**src/rtl/sc_player_shiftregister.sv**
```systemverilog
// Player position register: one-hot position with clear/load/shift commands,
// active-low limit flags, a wrapping move counter and one-cycle status pulses.
module sc_player_shiftregister #(
  parameter int DATAWIDTH  = 8,
  parameter int INIT_BIT   = 3,
  parameter int COUNTWIDTH = 8
) (
  input  logic                  SC_PLAYERREG_CLOCK_50,
  input  logic                  SC_PLAYERREG_RESET_InHigh,
  input  logic                  SC_PLAYERREG_clear_InLow,
  input  logic [1:0]            SC_PLAYERREG_shiftselection_In,
  input  logic [DATAWIDTH-1:0]  SC_PLAYERREG_data_In,
  output logic [DATAWIDTH-1:0]  SC_PLAYERREG_data_Out,
  output logic                  SC_PLAYERREG_leftlimit_OutLow,
  output logic                  SC_PLAYERREG_rightlimit_OutLow,
  output logic [COUNTWIDTH-1:0] SC_PLAYERREG_movecount_Out,
  output logic                  SC_PLAYERREG_moved_Out,
  output logic                  SC_PLAYERREG_error_Out
);

  localparam logic [DATAWIDTH-1:0] INIT_VEC = DATAWIDTH'(1) << INIT_BIT;

  localparam logic [1:0] CMD_LOAD  = 2'b00;
  localparam logic [1:0] CMD_LEFT  = 2'b01;
  localparam logic [1:0] CMD_RIGHT = 2'b10;
  localparam logic [1:0] CMD_HOLD  = 2'b11;

  logic [DATAWIDTH-1:0]  data_q, data_d;
  logic [COUNTWIDTH-1:0] count_q, count_d;
  logic                  moved_q, moved_d;
  logic                  error_q, error_d;
  logic                  load_onehot;

  // A value is one-hot when it is non-zero and clearing its lowest set bit leaves zero.
  assign load_onehot = (SC_PLAYERREG_data_In != '0) &&
                       ((SC_PLAYERREG_data_In & (SC_PLAYERREG_data_In - 1'b1)) == '0);

  always_comb begin
    data_d  = data_q;
    count_d = count_q;
    moved_d = 1'b0;
    error_d = 1'b0;
    if (!SC_PLAYERREG_clear_InLow) begin
      data_d  = INIT_VEC;
      count_d = '0;
    end else begin
      case (SC_PLAYERREG_shiftselection_In)
        CMD_LEFT: begin
          if (!data_q[DATAWIDTH-1]) begin
            data_d  = data_q << 1;
            count_d = count_q + 1'b1;
            moved_d = 1'b1;
          end else begin
            error_d = 1'b1;
          end
        end
        CMD_RIGHT: begin
          if (!data_q[0]) begin
            data_d  = data_q >> 1;
            count_d = count_q + 1'b1;
            moved_d = 1'b1;
          end else begin
            error_d = 1'b1;
          end
        end
        CMD_LOAD: begin
          if (load_onehot) begin
            data_d = SC_PLAYERREG_data_In;
          end else begin
            error_d = 1'b1;
          end
        end
        CMD_HOLD: begin
        end
        default: begin
        end
      endcase
    end
  end

  always_ff @(posedge SC_PLAYERREG_CLOCK_50) begin
    if (SC_PLAYERREG_RESET_InHigh) begin
      data_q  <= INIT_VEC;
      count_q <= '0;
      moved_q <= 1'b0;
      error_q <= 1'b0;
    end else begin
      data_q  <= data_d;
      count_q <= count_d;
      moved_q <= moved_d;
      error_q <= error_d;
    end
  end

  // Limit flags come straight off the position register so the FSM sees them without delay.
  assign SC_PLAYERREG_data_Out          = data_q;
  assign SC_PLAYERREG_leftlimit_OutLow  = ~data_q[DATAWIDTH-1];
  assign SC_PLAYERREG_rightlimit_OutLow = ~data_q[0];
  assign SC_PLAYERREG_movecount_Out     = count_q;
  assign SC_PLAYERREG_moved_Out         = moved_q;
  assign SC_PLAYERREG_error_Out         = error_q;

endmodule

```
**config.mk**
```make
export PLATFORM = sky130hd
export DESIGN_NAME = sc_player_shiftregister
export DESIGN_NICKNAME = d
export VERILOG_FILES = /design/src/rtl/sc_player_shiftregister.sv
export SDC_FILE = /design/constraint.sdc
export NUM_CORES = 1
export LEC_CHECK = 0
export ABC_AREA = 1
export CORE_AREA = 2 2 61 63
export DETAILED_ROUTE_END_ITERATION = 10
export DIE_AREA = 0 0 63 65
export PLACE_DENSITY = 0.72
export SYNTH_ARGS = -nofsm -noshare
export SYNTH_HDL_FRONTEND = slang
export SYNTH_SLANG_ARGS = --single-unit
```
**constraint.sdc**
```tcl
create_clock -name SC_PLAYERREG_CLOCK_50 -period 1.4 [get_ports SC_PLAYERREG_CLOCK_50]
set_clock_uncertainty 0.1 [all_clocks]
set_input_delay 0.14 -clock SC_PLAYERREG_CLOCK_50 [delete_from_list [all_inputs] [get_ports SC_PLAYERREG_CLOCK_50]]
set_output_delay 0.14 -clock SC_PLAYERREG_CLOCK_50 [all_outputs]
set_load 0.02 [all_outputs]
```
==> metrics.txt, run 1 <==
Req. time, crit path 1.53 ns; dpl cells ~280; via count roughly 1,300; io pins 33; Routed WL per cell approximately 11 um; FILL cells approximately 350; Synth top area share 31.2%; sequential share of the synthesized area 31.2%; Critical R2R Launch SC_PLAYERREG_movecount_Out[1]; minimum clock period 1.40 ns; worst min-delay path class in -> reg; Max H-tree Level 1; die height between 60 and 70 um; drt total wl around 3000 um; Combinational Power Share 29.6%; Clock transition at path regs about 0.11 ns; drt first-iter violations 54; endpoints failing setup 1; RSZ-0062 raised after global routing yes; row cnt 22; Setup TNS -0.00189 ns; internal power component 858 uW; PD cells 654 nW/um^2; crit path DAT ~1.5 ns; first-pass GRT wire length 5290 um; top-count cell post-synth nand2_1; placed cell areas 1720 um^2; Avg Cell Area, Syn ~6.5 um^2; Num Clock Sinks 18; Clock power frac 26.3%; Hold-fix buffers, CTS 0; Post-Synthesis Cells approximately 180; post-synth design cell area 1150 um^2; Worst Slack Setup Final -0.00189 ns; Max-slew headroom between 80% and 90%; CTS tree built; vias in the first global route 1,276; CP startpoint SC_PLAYERREG_movecount_Out[1]; clk root buf clkbuf_4; Leak about 0.99 nW; Startpoint Class flop; sw frac 30.4%; utilization after layout 53.9%; Finished Layout Cells approximately 290; post-DP HPWL 2270 um; GRT Util Overall 15.9%; layout cells sized above 1 between 20 and 30%; Post-synth top cells nand2_1 (48), inv_1 (28), nor2_1 (21); initial cell density of the core between 30% and 40%; Hold Fails Final Rpt 0; Nets approximately 260; Initial DRT Pass Iterations 4; Max Freq 0.713 GHz; post-synthesis net count 196; DRC violations left 0; Reg power frac 44.2%; full die area 4100 um^2; Final ANT Viol Nets 0; CTS buffer count 3; switching power 375 uW; Die Width 63 um; peak supply drop 299 uV; synth warn 0; Crit Path Category reg -> reg; Slew @ Worst Pin 0.252 ns; Longest Clk Path Bufs 2; failing checks setup timing; Synth area leader dfxtp_1; Max Cap Viol 0; Primary FF master, synth dfxtp_1; Min-Delay Startpoint SC_PLAYERREG_shiftselection_In[1]; initial antenna violation count 0; Congestion Overflow GR 0; clk_lat worst skew 0.30 ns; post-synthesis cell type count 27; IO Port Bufs 32; main area contributors after synthesis dfxtp_1 (31%), nand2_1 (16%), inv_1 (9.1%), nor2_1 (6.8%), ha_1 (5.4%); drt via density between 4 and 5; Synth async-reset ratio 0%; worst hold slack 0.145 ns; #FFs+latches synth 18; Post-synth EDFFs 0; pin count of the biggest net entering global routing 11; area grow syn2layout 63.2%; Slew Viols, Final 0; Worst Setup End Kind flop; status complete, but fails checks; cell area after layout 1880 um^2; CP max FO 2; CORE AREA 3500 um^2; diodes inserted 0; gpl congestion between 0.8 and 0.9; Period Utilization, post-route 100%
## stage by stage
| step | setup WS (ns) | power [mW] |
|---|---|---|
| after CTS | 0.00631 | 1.23 |
| after global placement | -0.463 | 0.899 |
| after floorplan | 0.00117 | 0.738 |
| after global routing | -0.0625 | 1.32 |
| after detailed placement | -0.510 | 0.903 |
| final | -0.00189 | 1.23 |
## registers in the layout, indices dropped and copies added, names as in the netlist
signal                      flops
SC_PLAYERREG_data_Out           8
SC_PLAYERREG_movecount_Out      8
SC_PLAYERREG_error_Out          1
SC_PLAYERREG_moved_Out          1
## power by group through the flow
stage	Sequential [mW]	Combinational (mW)	Clock [mW]
global placement	0.557	0.342	0
detailed placement	0.558	0.345	0
global route	0.548	0.404	0.365
floorplan	0.576	0.162	0
finish	0.545	0.365	0.324
CTS	0.545	0.344	0.345
## logic make-up (layout without fill, tap and decap cells)
group                    count (synthesis)  in the layout  share of synthesized area, %
AND/OR/NAND/NOR                         97             97                          38.2
buffers and inverters                   33             94                          11.9
AO/OA/AOI/OAI                           23             23                          11.7
flip-flops                              18             18                          31.2
adder cells (fa/ha/maj)                  5              5                          5.42
XOR/XNOR                                 2              2                          1.52
## worst max-delay path, stage by stage, from the launching register on
cell     delay, ns
dfxtp_2       0.35
buf_6         0.10
ha_4          0.13
inv_2         0.05
nor3_4        0.19
and2_4        0.17
nand2_2       0.05
nand2_1       0.07
nand2_1       0.04
nor2_1        0.09
## routing by layer
| metal | track usage (%) | part of all wire [%] |
|---|---|---|
| met5 | 0 | 0 |
| met4 | 6.94 | 1.6 |
| met3 | 2.08 | 4.8 |
| met2 | 28.7 | 49 |
| met1 | 18.7 | 44 |
## path summary, 6_finish.rpt
kind	end	depth (start not counted)	slack, ns
setup / recovery	SC_PLAYERREG_movecount_Out[6]	9	-0.002
hold / removal	SC_PLAYERREG_error_Out	3	0.14
setup reg to reg	SC_PLAYERREG_movecount_Out[6]	9	-0.002
hold reg to reg	SC_PLAYERREG_movecount_Out[7]	2	0.40
## area by class of cell
cell class              instances  area [um^2]  area share, %
inverters                      29          111           5.91
repair buffers                 61          548           29.1
multi-input cells             127          762           40.4
flip-flops and latches         18          367           19.5
well taps                      48         60.1           3.19
clock buffers                   4         36.3           1.93
## layout by cell type, fill, tap and decap left out, drive strengths merged, types with 3 or more instances in the layout
cell            n
nor3            4
nand3           7
dlygate4sd2    23
nor2           23
dfxtp          18
o21ai           8
nand4           9
ha              5
inv            29
nand2          51
a21oi           8
clkbuf          6
buf            29
clkdlybuf4s15   3
## timing repair
action | CTS | global route
resized for setup | 36 | 32
buffers inserted | 6 | 1
setup endpoints to repair | 37 | 18
cloned | 0 | 0
pin swaps | 4 | 10
endpoints found under the hold margin | 0 | 0
No activity file was read; power rests on OpenSTA's default activity.
==> run 2: changes to the inputs <==
--- a/config.mk
+++ b/config.mk
@@ -9,7 +9,8 @@
 export CORE_AREA = 2 2 61 63
 export DETAILED_ROUTE_END_ITERATION = 10
 export DIE_AREA = 0 0 63 65
-export PLACE_DENSITY = 0.72
+export GPL_TIMING_DRIVEN = 1
+export PLACE_DENSITY = 0.7
 export SYNTH_ARGS = -nofsm -noshare
 export SYNTH_HDL_FRONTEND = slang
 export SYNTH_SLANG_ARGS = --single-unit
==> constraint.sdc (replaced) <==
create_clock -name SC_PLAYERREG_CLOCK_50 -period 1.7 [get_ports SC_PLAYERREG_CLOCK_50]
set_clock_uncertainty 0.1 [all_clocks]
set_input_delay 0.17 -clock SC_PLAYERREG_CLOCK_50 [delete_from_list [all_inputs] [get_ports SC_PLAYERREG_CLOCK_50]]
set_output_delay 0.17 -clock SC_PLAYERREG_CLOCK_50 [all_outputs]
set_load 0.02 [all_outputs]
==> run 2 against run 1 <==
Compared with the run above: the run now ends clean; worst hold slack improved by 0.047 ns; die area unchanged; power decreased by 20%; sequential share of layout area increased by 1.3 points; register-to-register slack improved by 0.25 ns; clock power decreased by 17%; critical path depth decreased by 8; non-clock buffer count decreased by 7; critical endpoint is now SC_PLAYERREG_movecount_Out[4]; largest cell class unchanged; largest power group unchanged.
==> metrics.txt, run 2 (synthesis results as in run 1) <==
CP max FO 6 (was 2); switching power 293 uW (was 375 uW); CTS buffer count 3 (unchanged); Clock transition at path regs 0.11 ns (about the same); vias in the first global route 1,136 (was 1,276); Slew Viols, Final 0 (unchanged); Worst R2R End SC_PLAYERREG_movecount_Out[6] (unchanged); Longest Clk Path Bufs 2 (unchanged); Top delay family on crit path buffers and inverters (was simple AND/OR/NAND/NOR gates); PD cells 571 nW/um^2 (was 654 nW/um^2); clk_lat worst skew 0.29 ns (was 0.30 ns); R2R cell count 8 (was 9); Congestion Overflow GR 0 (unchanged); internal power component 698 uW (was 858 uW); Worst Slack Setup Final 0.0760 ns (was -0.00189 ns); pin count of the biggest net entering global routing 14 (was 11); full die area 4100 um^2 (unchanged); layout cells sized above 1 17.7% (was 28.0%); Nets 251 (was 258); row cnt 22 (unchanged); drt first-iter violations 42 (was 54); minimum clock period 1.62 ns; reg-to-reg setup timing slack 0.25 ns (was -0.002 ns); Min-Delay Startpoint SC_PLAYERREG_shiftselection_In[1] (unchanged); GRT Max-Usage Layer met2 (unchanged); met2 usage 26.3% (was 28.7%); WP buf/inv 1 (was 2); Startpoint Class flop (unchanged); Max-slew headroom 77.9% (was 83.1%); sw frac 29.6% (was 30.4%); Leak 0.847 nW (was 0.992 nW); hold path cells 3 (unchanged); Hold Fails Final Rpt 0 (unchanged); Req. time, crit path 1.43 ns (was 1.53 ns); IO Port Bufs 32 (unchanged); Max Freq 0.616 GHz; worst min-delay path class in -> reg (unchanged); most frequent cells in the layout nand2_1 (47), inv_1 (28), clkdlybuf4s50_1 (26), buf_4 (22), nor2_1 (21) (was nand2_1 (44), inv_1 (24), dlygate4sd2_1 (23), buf_4 (22), nor2_1 (19)); utilization after layout 49.6% (was 53.9%); crit path DAT 1.35 ns (was 1.54 ns); cell area after layout 1730 um^2 (was 1880 um^2); Finished Layout Cells 280 (was 287); commonest non-fill, non-tap cell in the layout nand2_1 (unchanged); Slew @ Worst Pin 0.329 ns (was 0.252 ns); CTS tree built (unchanged); Reg power frac 45.2% (was 44.2%); Max Cap Viol 0 (unchanged); worst hold endpoint SC_PLAYERREG_error_Out (unchanged); DRC violations left 0 (unchanged); Clock power frac 27.1% (was 26.3%); overall power 991 uW (was 1.23 mW); RSZ-0062 raised after global routing no (was yes); Max H-tree Level 1 (unchanged); gpl congestion 0.830 (was 0.852); dpl cells 276 (unchanged); GRT Util Overall 14.3% (was 15.9%); io pins 33 (unchanged); initial cell density of the core 33.0% (unchanged); drt total wl 2870 um (was 3080 um); Die Width 63 um (unchanged); initial antenna violation count 0 (unchanged); via count 1,278 (was 1,328); Combinational Power Share 27.7% (was 29.6%); met3 usage 2.08% (unchanged); Initial DRT Pass Iterations 4 (unchanged); Worst Setup End Kind primary output (was flop); area grow syn2layout 50.2% (was 63.2%); Setup TNS 0 ns (was -0.00189 ns); diodes inserted 0 (unchanged); Crit-path slowest cell clkdlybuf4s50_1 (was dfxtp_2); peak supply drop 283 uV (was 299 uV); Post-CTS Setup Bufs 0 (was 6); Routed WL per cell 10.3 um (was 10.7 um); critical-path cell list clkdlybuf4s50_1 (was buf_6, ha_4, inv_2, nor3_4, and2_4, nand2_2, nand2_1, nand2_1, nor2_1); Num Clock Sinks 18 (unchanged); post-DP HPWL 2230 um (was 2270 um); clk root buf clkbuf_4 (unchanged); first-pass GRT wire length 4800 um (was 5290 um); placed cell areas 1670 um^2 (was 1720 um^2); Final ANT Viol Nets 0 (unchanged); Period Utilization, post-route 95.5%; Hold-fix buffers, CTS 0 (unchanged); status complete, no violations (was complete, but fails checks); endpoints failing setup 0 (was 1); pre-CTS setup slack -0.298 ns (was -0.510 ns); Crit Path Category reg -> out (was reg -> reg); worst hold slack 0.192 ns (was 0.145 ns); drt via density 4.56 (was 4.63); Critical R2R Launch SC_PLAYERREG_movecount_Out[1] (unchanged); die height 65 um (unchanged); CORE AREA 3500 um^2 (unchanged); met1 GRT Util 16.9% (was 18.7%); slowest cell delay on critical path 0.63 ns (was 0.35 ns)
[run 2: worst min-delay path: cells and delay by family]
family | cells | cell delay, ns
buf+inv | 1 | 0.14
fa+ha+maj | 1 | 0.19
compound gates | 1 | 0.06
[run 2: per-layer routing]
| metal | wire length, um | vias up |
|---|---|---|
| met5 | 0 | - |
| met4 | 20 | 0 |
| met1 | 1350 | 586 |
| met2 | 1390 | 17 |
| met3 | 103 | 2 |
| li1 | - | 673 |
[run 2: cell type report]
cell class                      count  area, um^2
Timing Repair Buffer               54         497
Tap cell                           48        60.1
Fill cell                         381        1760
Clock buffer                        4        36.3
Inverter                           29         111
Sequential cell                    18         360
Multi-Input combinational cell    127         669
[run 2: power by group through the flow]
stage / combinational (mW) / sequential, mW / clock (mW)
floorplan: 0.130 / 0.473 / 0
global route: 0.306 / 0.450 / 0.298
finish: 0.274 / 0.448 / 0.268
CTS: 0.275 / 0.448 / 0.289
global placement: 0.272 / 0.458 / 0
detailed placement: 0.274 / 0.458 / 0
[run 2: worst max path at each step]
stage / from / to / slack (ns) / depth (start not counted)
2_1_floorplan: SC_PLAYERREG_shiftselection_In[0] / SC_PLAYERREG_movecount_Out[6] / 0.21 / 11
3_3_place_gp: SC_PLAYERREG_shiftselection_In[0] / SC_PLAYERREG_movecount_Out[6] / -0.27 / 12
3_5_place_dp: SC_PLAYERREG_shiftselection_In[0] / SC_PLAYERREG_movecount_Out[6] / -0.30 / 13
4_1_cts: SC_PLAYERREG_data_Out[0] / SC_PLAYERREG_rightlimit_OutLow / 0.007 / 2
5_1_grt: SC_PLAYERREG_data_In[2] / SC_PLAYERREG_data_Out[0] / 0.002 / 13
6_report: SC_PLAYERREG_movecount_Out[4] / SC_PLAYERREG_movecount_Out[4] / 0.08 / 1
[run 2: timing repair]
item / 4_1_cts / 5_1_grt
gates resized for setup: 1 / 9
setup endpoints to repair: 1 / 13
pin swaps: 0 / 1
